--- config.mk ---
export PLATFORM = sky130hd
export DESIGN_NAME = da_fir_engine
export DESIGN_NICKNAME = d
export VERILOG_FILES = /design/src/rtl/da_fir_engine.sv
export SDC_FILE = /design/constraint.sdc
export NUM_CORES = 1
export LEC_CHECK = 0
export BUFFER_PORTS_ARGS = -buffer_cell sky130_fd_sc_hd__buf_2
export CAP_MARGIN = 5
export CORE_MARGIN = 2
export CORE_UTILIZATION = 52
export CTS_CLUSTER_DIAMETER = 80
export CTS_CLUSTER_SIZE = 10
export DETAILED_ROUTE_END_ITERATION = 10
export PLACE_DENSITY_LB_ADDON = 0.25
export SETUP_SLACK_MARGIN = 0.15
export SKIP_CTS_REPAIR_TIMING = 1
export SYNTH_ARGS = -nofsm -noshare
export SYNTH_HDL_FRONTEND = slang
export SYNTH_SLANG_ARGS = --single-unit
--- constraint.sdc ---
create_clock -name clk -period 13.7 [get_ports clk]
set_input_delay 1.37 -clock clk [delete_from_list [all_inputs] [get_ports clk]]
set_output_delay 1.37 -clock clk [all_outputs]
set_load 0.1 [all_outputs]
--- src/rtl/da_fir_engine.sv ---
// Bit-serial distributed-arithmetic FIR engine for 8 taps. It walks the delay-line
// bits LSB first, addresses an external combinational coefficient LUT, and accumulates the partial sums.
module da_fir_engine #(
  parameter int DATA_W = 16,
  parameter int LUT_W  = 32,
  localparam int OUT_W = LUT_W + DATA_W
) (
  input  logic              clk,
  input  logic              rst,
  input  logic [DATA_W-1:0] in_data,
  input  logic              in_valid,
  output logic              in_ready,
  output logic [7:0]        lut_addr,
  input  logic [LUT_W-1:0]  lut_data,
  output logic [OUT_W-1:0]  out_data,
  output logic              out_valid,
  input  logic              out_ready
);

  localparam int CNT_W = (DATA_W > 1) ? $clog2(DATA_W) : 1;

  localparam logic [1:0] IDLE = 2'd0;
  localparam logic [1:0] CALC = 2'd1;
  localparam logic [1:0] DONE = 2'd2;

  logic [1:0]              state;
  logic [CNT_W-1:0]        bit_cnt;
  logic [DATA_W-1:0]       taps [8];
  logic signed [OUT_W-1:0] acc;
  logic signed [OUT_W-1:0] addend;
  logic                    last_bit;

  assign last_bit = (bit_cnt == CNT_W'(DATA_W - 1));

  // The LUT word is sign-extended to the full accumulator width before the bit weight is applied.
  assign addend = {{DATA_W{lut_data[LUT_W-1]}}, lut_data} << bit_cnt;

  always_comb begin
    lut_addr = '0;
    if (state == CALC) begin
      for (int i = 0; i < 8; i++) begin
        lut_addr[i] = taps[i][bit_cnt];
      end
    end
  end

  assign in_ready  = (state == IDLE);
  assign out_valid = (state == DONE);
  assign out_data  = acc;

  always_ff @(posedge clk) begin
    if (rst) begin
      state   <= IDLE;
      bit_cnt <= '0;
      acc     <= '0;
      for (int i = 0; i < 8; i++) begin
        taps[i] <= '0;
      end
    end else begin
      case (state)
        IDLE: begin
          if (in_valid) begin
            for (int i = 7; i > 0; i--) begin
              taps[i] <= taps[i-1];
            end
            taps[0] <= in_data;
            acc     <= '0;
            bit_cnt <= '0;
            state   <= CALC;
          end
        end
        CALC: begin
          // The sign bit of a two's-complement sample carries negative weight.
          if (last_bit) begin
            acc     <= acc - addend;
            bit_cnt <= '0;
            state   <= DONE;
          end else begin
            acc     <= acc + addend;
            bit_cnt <= bit_cnt + CNT_W'(1);
          end
        end
        DONE: begin
          if (out_ready) begin
            state <= IDLE;
          end
        end
        default: state <= IDLE;
      endcase
    end
  end

endmodule

==> summary.md <==
| Metric | Value |
|---|---|
| Status | `finished clean` |
| DRC | `0` |
| H-tree levels | `4` |
| CP Class | `flop to flop` |
| Synth area leader | `edfxtp_1` |
| Synth Register Bits | `182` |
| Crit-path max cell delay | `0.82 ns` |
| Rows | `between 50 and 60` |
| Clk pin slew, worst setup/hold paths | `approximately 0.080 ns` |
| Main synth FF type | `edfxtp_1` |
| Top post-synthesis cells by count | `and2_1 (143), edfxtp_1 (128), nor2_1 (102)` |
| Worst path cell trace | `buf_4 -> mux4_2 -> nor2_1 -> a211oi_1 -> o2bb2ai_1 -> nand3_2 -> nor3_1 -> and2_1 -> nor2b_1 -> nor2_1 -> xnor2_1 -> a21oi_1 -> ha_1 -> a21oi_1 -> o211ai_1 -> nand4b_1 -> o21bai_1 -> nor2b_1 -> a21oi_1 -> o21ai_0 -> xnor2_1 -> a21o_1 -> a21o_1` |
| Largest net degree at the start of global routing | `between 100 and 150` |
| Synth area leaders | `edfxtp_1 (28%), mux4_2 (9.6%), dfxtp_1 (8.0%)` |
| Post-synth EDFFs | `128` |
| Worst-Margin Slew | `roughly 1.1 ns` |
| Fin Setup TNS | `0 ns` |
| Setup WS post-layout | `between 6 and 7 ns` |
| Unrepaired setup endpoints after global routing | `no` |
| Final number of max-transition violations | `0` |
| Fmax | `about 0.15 GHz` |
| CTS Sinks | `roughly 180` |
| Placed wire-length estimate | `23900 um` |
| Critical-path top delay cell | `buf_4` |
| Met2 Routed Length | `~14000 um` |
| Clock skew | `0.0203 ns` |
| CTS buffer count | `17` |
| Setup violations, final | `0` |
| Worst-Skew Late Latency | `approximately 0.45 ns` |
| Total wire length | `between 30000 and 40000 um` |
| Final antenna diode count | `0` |
| Final Critical Period | `6.89 ns` |
| Design Area, Final | `approximately 0.015 mm2` |
| Ys Warns | `0` |
| Async set or reset register ratio after synthesis | `0%` |
| Crit path DAT | `roughly 7.2 ns` |
| Most frequent cell after synthesis | `and2_1` |
| CP Max Fanout | `70` |
| Fin nets | `approximately 1500` |
| Critical Path Start Type | `flop` |
| All-Layer GR Usage | `approximately 25%` |
| I/O Pins | `110` |
| WL/cell | `19.0 um` |
| Peak supply drop | `roughly 0.071 mV` |
| Die W | `~170 um` |
| Syn Inst Count | `about 1400` |
| Core area | `roughly 0.026 mm2` |
| Drt via density | `6.06` |
| Net count after synthesis | `roughly 1500` |
| Sequential fraction of the synthesis area | `between 30% and 40%` |
| Vias | `between 10000 and 15000` |
| DRT met1 WL | `~16000 um` |
| Power Dens Cells | `~110 mW/mm2` |
| Post-place instance area | `around 0.014 mm2` |
| CTS root buffer | `clkbuf_16` |
| GP Congestion | `about 0.94` |
| Longest Clk Path Bufs | `2` |
| IO buf count | `about 110` |
| Area delta synth->final | `9.99%` |
| Leakage | `just over 6 nW` |
| Relative slew slack | `27.6%` |
| Post-route ant nets | `0` |
| Most frequent CP cell | `a21oi_1` |
| Hold Vio Cnt, Final | `0` |
| GRT Residual Overflow | `0` |
| Yosys top cell area share | `approximately 28%` |
| Initial antenna violation count | `0` |
| CTS tree | `done` |
| HP Class | `flop to flop` |
| First-pass GRT wire length | `between 50000 and 60000 um` |
| WP data required | `about 14 ns` |
| Final cycle utilization of the critical path | `between 50% and 60%` |
| First-pass iteration count of the detailed router | `6` |
| DRT iter0 DRCs | `around 950` |
| Vias in the first global route | `a little under 10000` |
| Starting Density | `52.5%` |
| Layout cells sized above 1 | `18.9%` |
| Mean Syn Cell Area | `9.98 um2` |
| Die ar. | `between 0.02 and 0.03 mm2` |
| CP endpoint kind | `flop` |
| Synth Cell Area | `0.0136 mm2` |
| Max cap viols | `0` |
| Routed wl met3 | `~2500 um` |
| Setup slack at placement | `6.89 ns` |
| # fillers | `between 2000 and 2500` |
| Unique masters post-synth | `80` |
| Highest routing layer actually used | `met4` |
| Die Ht | `165 um` |
-- path summary, 6_finish.rpt --
check,startpoint,endpoint,slack [ns],depth (start not counted)
worst min-delay path,out_data[23]$_SDFFE_PP0P_,out_data[23]$_SDFFE_PP0P_,0.51,1
worst min register to register,out_data[23]$_SDFFE_PP0P_,out_data[23]$_SDFFE_PP0P_,0.51,1
worst max register to register,bit_cnt[0]$_SDFFE_PP0P_,out_data[47]$_SDFFE_PP0P_,6.81,23
worst max-delay path,bit_cnt[0]$_SDFFE_PP0P_,out_data[47]$_SDFFE_PP0P_,6.81,23
-- cells by family (layout without fill, tap and decap cells) --
logic type               after synthesis  in the layout  synth area share, %
AO/OA/AOI/OAI                        339            339                 16.5
XOR/XNOR                              94             94                 6.07
adder cells (fa/ha/maj)               51             51                 4.76
buffers and inverters                110            177                 3.50
flip-flops                           182            182                 36.3
multiplexers                         134            134                 15.7
AND/OR/NAND/NOR                      448            448                 17.2
-- state kept, by name, summed over array words and instances (netlist names) --
signal and count:
bit_cnt 4, taps 128, out_data 48, state 2
-- critical path: cells and delay by family (launching register included) --
| family | cells | cell delay, ns |
|---|---|---|
| AND/OR/NAND/NOR | 8 | 1.93 |
| AO/OA/AOI/OAI | 10 | 1.86 |
| buffers and inverters | 1 | 0.82 |
| flip-flops | 1 | 0.72 |
| multiplexers | 1 | 0.66 |
| adder cells (fa/ha/maj) | 1 | 0.46 |
| XOR/XNOR | 2 | 0.31 |
-- stage by stage --
stage / hold WS [ns] / utilization (%) / instances / power, mW
2_1_floorplan: 0.518 / - / 1358 / 1.06
5_1_grt: 0.544 / 57.7 / 1760 / 1.78
4_1_cts: 0.516 / 57.7 / 1760 / 1.71
6_report: 0.514 / 57.7 / 1760 / 1.70
3_3_place_gp: 0.496 / 55.2 / 1728 / 1.16
3_5_place_dp: 0.504 / 55.2 / 1728 / 1.16
-- report_power, final --
group          internal (mW)  leakage (nW)  switching, mW
logic                  0.168          4.01          0.324
registers              0.631          1.83         0.0312
clock network          0.291         0.319          0.259
total                   1.09          6.15          0.614
-- cell type report --
cell class / count / area [um2] / area share (%)
inverter: 24 / 90.1 / 0.604
sequential: 182 / 4930 / 33.1
clock buffer: 18 / 439 / 2.94
tap: 335 / 419 / 2.81
clock inverter: 14 / 215 / 1.44
multi-input combinational: 1066 / 8180 / 54.9
timing repair buffer: 121 / 636 / 4.26
-- cells in the final DEF (no fill, tap or decap), types with 8 or more instances in the layout --
master	synthesis	final
o22ai_1	12	12
inv_1	22	22
nand3_1	22	22
mux2i_1	40	40
nor2b_1	17	16
a21o_1	34	34
clkbuf_16	0	17
buf_4	4	12
mux2_2	31	31
o211ai_1	10	10
a22o_1	23	23
a31oi_1	15	15
ha_1	50	50
nor3_1	14	14
buf_2	7	109
and3_1	8	8
nor2_1	102	101
xor2_1	54	54
o21a_1	9	9
nand2b_1	12	11
nand2_1	90	90
and2_1	143	143
o21ai_0	66	66
edfxtp_1	128	128
xnor2_1	40	40
a21oi_1	85	85
nand4_1	12	12
a22oi_1	22	22
dfxtp_1	54	51
mux4_2	58	58
-- routing by layer --
metal,GRT usage (%),up-vias
met5,0,-
met4,5.29,0
met3,3.40,32
li1,-,5158
met1,39.5,5080
met2,35.9,397
No activity file was read; power rests on OpenSTA's default activity.
